==> config.mk <==
export PLATFORM = sky130hd
export DESIGN_NAME = gps_iq_unload
export DESIGN_NICKNAME = d
export VERILOG_FILES = /design/src/rtl/gps_iq_unload_pkg.sv /design/src/rtl/gps_iq_fifo.sv /design/src/rtl/gps_iq_unload.sv
export SDC_FILE = /design/constraint.sdc
export NUM_CORES = 1
export LEC_CHECK = 0
export CORE_MARGIN = 1
export CORE_UTILIZATION = 49
export DETAILED_ROUTE_END_ITERATION = 10
export MAX_ROUTING_LAYER = met4
export PLACE_DENSITY = 0.69
export SLEW_MARGIN = 20
export SYNTH_ARGS = -nofsm -noshare
export SYNTH_HDL_FRONTEND = slang
export SYNTH_SLANG_ARGS = --single-unit
==> constraint.sdc <==
create_clock -name clk -period 3.7 [get_ports clk]
set_input_delay 0.74 -clock clk [delete_from_list [all_inputs] [get_ports clk]]
set_output_delay 0.74 -clock clk [all_outputs]
set_load 0.05 [all_outputs]
==> src/rtl/gps_iq_unload_pkg.sv <==
// Shared constants and FSM state type for the GPS correlator I/Q unload path.
package gps_iq_unload_pkg;

    localparam int unsigned GPS_INTEG_BITS = 18;
    localparam int unsigned GPS_NF_BASE    = 6;
    localparam int unsigned GPS_NF_E1B     = 12;

    typedef enum logic [1:0] {
        StIdle,
        StSettle,
        StShift
    } gps_iq_state_e;

endpackage

==> src/rtl/gps_iq_fifo.sv <==
// Synchronous first-word-fall-through FIFO holding unloaded I/Q accumulator fields.
module gps_iq_fifo #(
    parameter int unsigned W     = 18,
    parameter int unsigned DEPTH = 16
) (
    input  logic                     clk,
    input  logic                     rst,
    input  logic                     wr,
    input  logic [W-1:0]             wdata,
    input  logic                     rd,
    output logic [W-1:0]             rdata,
    output logic                     empty,
    output logic [$clog2(DEPTH):0]   level
);

    localparam int unsigned AW = $clog2(DEPTH);

    logic [W-1:0]  mem_q [DEPTH];
    logic [W-1:0]  mem_d [DEPTH];
    logic [AW-1:0] wptr_q, wptr_d;
    logic [AW-1:0] rptr_q, rptr_d;
    logic [AW:0]   level_q, level_d;
    logic          pop;

    // Writes never overflow: the unload controller only starts with room for a full set.
    always_comb begin
        pop     = rd && (level_q != '0);
        mem_d   = mem_q;
        wptr_d  = wptr_q;
        rptr_d  = rptr_q;
        if (wr) begin
            mem_d[wptr_q] = wdata;
            wptr_d        = wptr_q + AW'(1);
        end
        if (pop) begin
            rptr_d = rptr_q + AW'(1);
        end
        level_d = level_q + (AW + 1)'(wr) - (AW + 1)'(pop);
    end

    always_ff @(posedge clk) begin
        mem_q <= mem_d;
        if (rst) begin
            wptr_q  <= '0;
            rptr_q  <= '0;
            level_q <= '0;
        end else begin
            wptr_q  <= wptr_d;
            rptr_q  <= rptr_d;
            level_q <= level_d;
        end
    end

    assign rdata = mem_q[rptr_q];
    assign empty = (level_q == '0);
    assign level = level_q;

endmodule

==> src/rtl/gps_iq_unload.sv <==
// Serial unload of one correlator channel's I/Q accumulators into a FIFO.
// Define GPS_IQ_UNLOAD_E1B_EN to add the second (Galileo E1B) field set.
module gps_iq_unload
    import gps_iq_unload_pkg::*;
#(
    parameter int unsigned IB    = GPS_INTEG_BITS,
    parameter int unsigned CHB   = 4,
    parameter int unsigned DEPTH = 16
) (
    input  logic                   clk,
    input  logic                   rst,
    input  logic                   start,
    input  logic [CHB-1:0]         chan,
    output logic [CHB-1:0]         sel,
    output logic                   shift,
    input  logic                   sin,
    output logic                   busy,
    output logic                   done,
    input  logic                   rd,
    output logic [31:0]            dout,
    output logic                   empty,
    output logic [$clog2(DEPTH):0] level,
    output logic                   err
);

`ifdef GPS_IQ_UNLOAD_E1B_EN
    localparam int unsigned NF = GPS_NF_E1B;
`else
    localparam int unsigned NF = GPS_NF_BASE;
`endif
    localparam int unsigned BW = $clog2(IB);
    localparam int unsigned FW = $clog2(NF);
    localparam int unsigned LW = $clog2(DEPTH) + 1;

    gps_iq_state_e  state_q, state_d;
    logic [CHB-1:0] sel_q, sel_d;
    logic [BW-1:0]  bit_q, bit_d;
    logic [FW-1:0]  fld_q, fld_d;
    logic [IB-1:0]  sr_q, sr_d;
    logic           shift_q, shift_d;
    logic           busy_q, busy_d;
    logic           done_q, done_d;
    logic           push_q, push_d;
    logic           err_q, err_d;
    logic           accept;
    logic [LW:0]    used;
    logic [IB-1:0]  fifo_rdata;

    always_comb begin
        state_d = state_q;
        sel_d   = sel_q;
        bit_d   = bit_q;
        fld_d   = fld_q;
        sr_d    = sr_q;
        err_d   = err_q;
        push_d  = 1'b0;
        done_d  = 1'b0;
        // Count the push still in flight so a start right after done cannot overfill.
        used    = {1'b0, level} + (LW + 1)'(push_q);
        accept  = start && (state_q == StIdle) && (used <= (LW + 1)'(DEPTH - NF));
        if (start && !accept) begin
            err_d = 1'b1;
        end
        unique case (state_q)
            StIdle: begin
                if (accept) begin
                    state_d = StSettle;
                    sel_d   = chan;
                    bit_d   = '0;
                    fld_d   = '0;
                end
            end
            StSettle: state_d = StShift;
            StShift: begin
                sr_d = {sr_q[IB-2:0], sin};
                if (bit_q == BW'(IB - 1)) begin
                    bit_d  = '0;
                    push_d = 1'b1;
                    if (fld_q == FW'(NF - 1)) begin
                        state_d = StIdle;
                        done_d  = 1'b1;
                    end else begin
                        fld_d = fld_q + FW'(1);
                    end
                end else begin
                    bit_d = bit_q + BW'(1);
                end
            end
            default: state_d = StIdle;
        endcase
        shift_d = (state_d == StShift);
        busy_d  = (state_d != StIdle);
    end

    always_ff @(posedge clk) begin
        if (rst) begin
            state_q <= StIdle;
            sel_q   <= '0;
            bit_q   <= '0;
            fld_q   <= '0;
            sr_q    <= '0;
            shift_q <= 1'b0;
            busy_q  <= 1'b0;
            done_q  <= 1'b0;
            push_q  <= 1'b0;
            err_q   <= 1'b0;
        end else begin
            state_q <= state_d;
            sel_q   <= sel_d;
            bit_q   <= bit_d;
            fld_q   <= fld_d;
            sr_q    <= sr_d;
            shift_q <= shift_d;
            busy_q  <= busy_d;
            done_q  <= done_d;
            push_q  <= push_d;
            err_q   <= err_d;
        end
    end

    gps_iq_fifo #(
        .W     (IB),
        .DEPTH (DEPTH)
    ) u_fifo (
        .clk   (clk),
        .rst   (rst),
        .wr    (push_q),
        .wdata (sr_q),
        .rd    (rd),
        .rdata (fifo_rdata),
        .empty (empty),
        .level (level)
    );

    assign sel   = sel_q;
    assign shift = shift_q;
    assign busy  = busy_q;
    assign done  = done_q;
    assign err   = err_q;
    assign dout  = {{(32 - IB){1'b0}}, fifo_rdata};

endmodule

=== After elaboration in Yosys (flattened, before gate mapping) ===
Index checks and enable logic that the tools add are counted.

* Bits in registers: 338
* Input bits: 9

* Add/subtract/negate cells: 7
* Magnitude comparators: 4
* Equal/unequal tests: 8
* Multiplexer cells: 19
* Bitwise gates (word level): 4
* Reductions and logical operators: 16

{| class="wikitable"
|+ Operators with widths
! cell !! count
|-
| bitwise mux 288 bit || 1
|-
| binary-select mux 18 bit (select 4 bit) || 1
|-
| demux 18 bit (select 4 bit) || 1
|-
| 2-to-1 mux 18 bit || 3
|-
| >= comparator 5 bit, second input constant || 2
|-
| 2-to-1 mux 5 bit || 2
|-
| NOT 4 -> 5 bit || 2
|-
| case mux 5 bit (2 select lines) || 1
|-
| 2-to-1 mux 3 bit || 3
|-
| adder 4 x 1 -> 4 bit, second input constant || 2
|-
| adder 5 x 1 -> 6 bit || 1
|-
| less-or-equal comparator 6 x 4 -> 1 bit, second input constant || 1
|-
| 2-to-1 mux 2 bit || 3
|-
| != test 2 bit, second input constant || 3
|-
| case mux 2 bit (3 select lines) || 1
|-
| case mux 3 bit (2 select lines) || 1
|-
| adder 5 x 1 -> 5 bit || 1
|-
| adder 5 x 1 -> 5 bit, second input constant || 1
|-
| == test 5 bit, second input constant || 1
|-
| logical AND 1 bit || 5
|-
| logical NOT 5 bit || 1
|-
| less-than comparator 5 x 1 -> 1 bit, second input constant || 1
|-
| nonzero test 5 bit || 1
|-
| subtractor 5 x 1 -> 5 bit || 1
|-
| 13 further kinds || 18
|}

=== Logic depth before layout (Yosys ltp) ===
* Word-level depth: 6
* Depth in mapped cells: 14
* Gate-level depth less buffers: 14

=== Cells and area by module ===
Synthesis repeated with hierarchy kept, for this count alone.

* Cell total of the unflattened synthesis: 806
* Area total of the unflattened synthesis: 13419.1 µm²

{| class="wikitable"
|+ Modules (own cells, without submodules)
! module !! instances !! cells an instance !! area an instance (µm²) !! seq. area each (µm²)
|-
| gps_iq_fifo || 1 || 614 || 11805.1 || 8908.5
|-
| gps_iq_unload || 1 || 192 || 1614.0 || 740.7
|}

=== Worst setup path before layout ===
OpenSTA, ideal clock, no wires.

* Path type: flip-flop to flip-flop
* Start point: reg u_fifo.level_q[2], in the netlist u_fifo.level[2]
* End point: reg u_fifo.level_q[4], in the netlist u_fifo.level[4]
* Setup time: 0.132 ns
* Arrival: 2.795 ns
* Data required time: 3.568 ns
* Setup slack: 0.773 ns
* Stages on the path, launching flop included: 15
* Path through: dfxtp_1 inv_1 ha_1 or4b_1 nand2_1 inv_1 ha_1 inv_1 ha_1 inv_1 fa_1 nand2b_1 a21oi_1 or3_1 a21oi_1

* Longest elaborated chain between the ends: 3

{| class="wikitable"
|+ RTL lines
! what !! line !! text
|-
| start, declared || gps_iq_fifo.sv:22 || <nowiki>logic [AW:0] level_q, level_d;</nowiki>
|-
| start signal, assigned || gps_iq_fifo.sv:50 || <nowiki>level_q <= level_d;</nowiki>
|-
| nonzero test 5 bit || gps_iq_fifo.sv:27 || <nowiki>pop = rd && (level_q != '0);</nowiki>
|-
| logical AND 1 bit || gps_iq_fifo.sv:27 ||
|-
| via u_fifo.pop || gps_iq_fifo.sv:23 || <nowiki>logic pop;</nowiki>
|-
| subtractor 5 x 1 -> 5 bit || gps_iq_fifo.sv:38 || <nowiki>level_d = level_q + (AW + 1)'(wr) - (AW + 1)'(pop);</nowiki>
|}

The timed path passes the listed nets, and every way through them passes these cells.
A chain may end at the register's enable or synchronous reset.

=== Worst setup path in the final report ===
* Start point: reg u_fifo.level_q[2], in the netlist u_fifo.level[2]
* End point: out empty

* Longest elaborated chain between the ends: 1

{| class="wikitable"
|+ RTL lines
! what !! line !! text
|-
| logical NOT 5 bit || gps_iq_fifo.sv:55 || <nowiki>assign empty = (level_q == '0);</nowiki>
|-
| end, declared || gps_iq_unload.sv:21 || <nowiki>output logic empty,</nowiki>
|}

Every way passes these cells.

==> flow_results.xml <==
<?xml version="1.0" encoding="UTF-8"?>
<metrics>
  <group name="timing">
    <metric name="final-max-slew-violation-count" unit="">0</metric>
    <metric name="setup_viol_count_final" unit="">0</metric>
    <metric name="finalHoldViolCount" unit="">0</metric>
    <metric name="relSlewSlack" unit="%">46.3</metric>
    <metric name="finalWorstPathRequiredPeriod" unit="ns">3.29</metric>
    <metric name="timing_worst_slew_pin_value" unit="ns">0.806</metric>
    <metric name="upper_clock_frequency_limit" unit="GHz">0.304</metric>
    <metric name="fin_setup_tns" unit="ns">0</metric>
    <metric name="hold_ws" unit="ns">0.470</metric>
    <metric name="min_period_over_period" unit="%">89.0</metric>
    <metric name="grt_setup_unrepaired" unit="">false</metric>
    <metric name="clock_skew" unit="ns">0.0130</metric>
  </group>
  <group name="clock_network">
    <metric name="cts_hold_buf" unit="">0</metric>
    <metric name="post_cts_buffers" unit="">0</metric>
    <metric name="clock_insertion_delay_worst_skew" unit="ns">0.51</metric>
    <metric name="cts-root-buf" unit="">sky130_fd_sc_hd__clkbuf_16</metric>
    <metric name="total_clock_sinks" unit="">338</metric>
    <metric name="tritoncts" unit="">done</metric>
    <metric name="clkTransAtPathRegs" unit="ns">0.06</metric>
    <metric name="cts_resized" unit="">0</metric>
    <metric name="total_clock_buffers_created_by_cts" unit="">35</metric>
    <metric name="max-clock-path-buffers" unit="">3</metric>
    <metric name="clock_tree.htree_level_count" unit="">2</metric>
  </group>
  <group name="setup_path">
    <metric name="crit_path_cell_trace" unit="">inv_1, ha_1, or4b_1, inv_1, clkdlybuf4s50_1</metric>
    <metric name="cp_max_fo" unit="">6</metric>
    <metric name="worst_path_max_delay_cell" unit="">sky130_fd_sc_hd__clkdlybuf4s50_1</metric>
    <metric name="slowest_delay" unit="ns">0.80</metric>
    <metric name="worstPathArrival" unit="ns">2.55</metric>
    <metric name="critPathCaptureType" unit="">primary output</metric>
    <metric name="critPathRequiredTime" unit="ns">2.96</metric>
    <metric name="worst_path_class_setup" unit="">flop to primary output</metric>
    <metric name="start_kind" unit="">flop</metric>
    <metric name="crit_path_frequent_cell" unit="">sky130_fd_sc_hd__inv_1</metric>
  </group>
  <group name="routing">
    <metric name="first_iter_violations" unit="">581</metric>
    <metric name="detailroute.via_count" unit="">6850</metric>
    <metric name="routed_wirelength" unit="µm">28000</metric>
    <metric name="detail_route.first_pass.iterations" unit="">8</metric>
    <metric name="final_antenna_net_count" unit="">0</metric>
    <metric name="drt-vias-per-instance" unit="">5.86</metric>
    <metric name="routedWlPerCell" unit="µm">24.0</metric>
    <metric name="route.detailed.drc" unit="">5</metric>
  </group>
  <group name="cells_and_area">
    <metric name="layout.area.seq" unit="µm²">9650</metric>
    <metric name="stdcell_count" unit="">1168</metric>
    <metric name="layout.cells.most_common_list" unit="">sky130_fd_sc_hd__edfxtp_1, sky130_fd_sc_hd__nand2_1, sky130_fd_sc_hd__mux4_2</metric>
    <metric name="finish.utilization" unit="%">58.1</metric>
    <metric name="most_common_library_cell_in_the_layout_ignoring_fill_and_taps" unit="">sky130_fd_sc_hd__edfxtp_1</metric>
    <metric name="multi_input_comb_area" unit="µm²">3300</metric>
    <metric name="drive_above_1_share" unit="%">21.0</metric>
    <metric name="antenna_cells_inserted" unit="">0</metric>
    <metric name="final_design_area_no_fill" unit="µm²">15300</metric>
    <metric name="design.final.nets" unit="">836</metric>
    <metric name="n_fill_cell" unit="">1965</metric>
    <metric name="layout-area-overhead-vs-synth" unit="%">15.2</metric>
  </group>
  <group name="placed_design">
    <metric name="hpwlAfterDp" unit="µm">16000</metric>
    <metric name="placed_area" unit="µm²">14100</metric>
    <metric name="gp_routability_congestion" unit="">0.765</metric>
    <metric name="number_of_cells_after_detailed_placement" unit="">1104</metric>
    <metric name="port_buffer_cells" unit="">40</metric>
  </group>
  <group name="grt">
    <metric name="gr-max-usage-layer" unit="">met2</metric>
    <metric name="met3_routing_resource_usage_after_global_routing" unit="%">3.11</metric>
    <metric name="first_global_vias" unit="">7037</metric>
    <metric name="grt_util_met2" unit="%">33.7</metric>
    <metric name="grtUsageTotal" unit="%">21.3</metric>
    <metric name="grt_antenna_before_repair" unit="">0</metric>
    <metric name="globalRouteOverflowTotal" unit="">0</metric>
    <metric name="grt_first_pass_wirelength" unit="µm">42200</metric>
    <metric name="global_route.usage.met1" unit="%">28.3</metric>
    <metric name="grt_start_max_net_pins" unit="">40</metric>
  </group>
  <group name="synth">
    <metric name="netlist-cell-type-count" unit="">46</metric>
    <metric name="post-synth-top-area-cell" unit="">sky130_fd_sc_hd__edfxtp_1</metric>
    <metric name="syn-instance-count" unit="">738</metric>
    <metric name="yosys-top-cells-area" unit="">sky130_fd_sc_hd__edfxtp_1, sky130_fd_sc_hd__mux4_2, sky130_fd_sc_hd__dfxtp_1</metric>
    <metric name="postSynthAreaPerCell" unit="µm²">18.0</metric>
    <metric name="synth.yosys.seq_area_share" unit="%">72.8</metric>
    <metric name="postSynth.asyncResetShare" unit="%">0</metric>
    <metric name="yosys.area.top_type_share" unit="%">65.3</metric>
    <metric name="number_of_warnings_reported_in_the_yosys_synthesis_log" unit="">0</metric>
    <metric name="yosys_register_bits" unit="">338</metric>
    <metric name="synth_enable_flop_cells" unit="">288</metric>
    <metric name="ys.flop_type" unit="">sky130_fd_sc_hd__edfxtp_1</metric>
    <metric name="synthesis.area" unit="µm²">13200</metric>
  </group>
  <group name="run_status">
    <metric name="outcome" unit="">finished, violations left</metric>
    <metric name="failed_checks" unit="">DRC</metric>
  </group>
  <group name="floorplanning">
    <metric name="floorplan.rows" unit="">59</metric>
    <metric name="floorplan.initialDensity" unit="%">50.4</metric>
    <metric name="die_w" unit="µm">166</metric>
    <metric name="die_height" unit="µm">166</metric>
    <metric name="design.portCount" unit="">55</metric>
    <metric name="dieArea" unit="µm²">27700</metric>
    <metric name="core_area" unit="µm²">26300</metric>
  </group>
  <group name="power_and_ir_drop">
    <metric name="power.leakage" unit="nW">5.10</metric>
    <metric name="power_density" unit="nW/µm²">654</metric>
    <metric name="peakVddDrop" unit="mV">0.606</metric>
  </group>
  <group name="job">
    <metric name="max-cap-violations" unit="">0</metric>
  </group>
  <group name="hold_path">
    <metric name="hold_path.class" unit="">flop to flop</metric>
  </group>
</metrics>
==> cells by family after synthesis <==
logic type	Yosys count	synth area share, %
fa+ha+maj	21	2.04
mux	78	12.7
xor+xnor	11	0.727
flops	338	72.8
buf+inv	65	2.64
other cells	1	0.0283
simple gates	148	5.19
compound gates	76	3.84
==> area by class of cell <==
type	instances	area share, %
clock buffers	45	6.25
clock inverters	19	1.66
inverters	15	0.369
multi-input cells	348	21.6
flip-flops and latches	338	63.3
well taps	335	2.75
repair buffers	68	4.08
==> registers in the layout (all words and copies together), names as in the netlist <==
signal         count
bit_q              5
busy               1
done               1
err                1
fld_q              3
push_q             1
sel                4
shift              1
sr_q              18
state_q            2
u_fifo.level       5
u_fifo.mem_q     288
u_fifo.rptr_q      4
u_fifo.wptr_q      4
==> path summary, 6_finish.rpt <==
kind / startpoint / endpoint / slack [ns] / cells after the start
worst max-delay path: u_fifo.level[2] / empty / 0.41 / 5
worst max register to register: u_fifo.level[2] / u_fifo.level[4] / 0.70 / 14
worst min register to register: err / err / 0.47 / 1
worst min-delay path: err / err / 0.47 / 1
==> Yosys cell counts (all sizes together), types with 6 or more instances <==
cell type	number
clkbuf	18
and2	18
buf	32
dfxtp	50
mux2i	6
inv	14
nand3	14
mux4	72
a21oi	24
ha	20
xor2	6
nor2	18
edfxtp	288
nand2	76
a22oi	36
==> report_power, final <==
| group | internal, mW | switching [mW] |
|---|---|---|
| clock | 2.25 | 1.39 |
| combinational | 0.935 | 1.14 |
| sequential | 4.14 | 0.134 |
| total | 7.32 | 2.67 |
==> worst max-delay path, delay by kind of cell (launching register included) <==
family        cells  cell delay (ns)
buf+inv           3             1.01
simple gates      1             0.53
flops             1             0.38
fa+ha+maj         1             0.14
==> metrics by stage <==
stage	setup slack [ns]	total power, mW
after floorplan	0.773	5.96
after global placement	0.793	6.41
after detailed placement	0.659	6.45
after CTS	0.387	10.1
after global routing	0.287	10.3
final	0.406	9.99
==> routing by layer <==
layer | vias up | wire length (µm)
li1 | 3006 | -
met1 | 3526 | 11800
met2 | 255 | 13600
met3 | 63 | 1730
met4 | 0 | 854
met5 | - | 0
(Power assumes the default switching activity.)
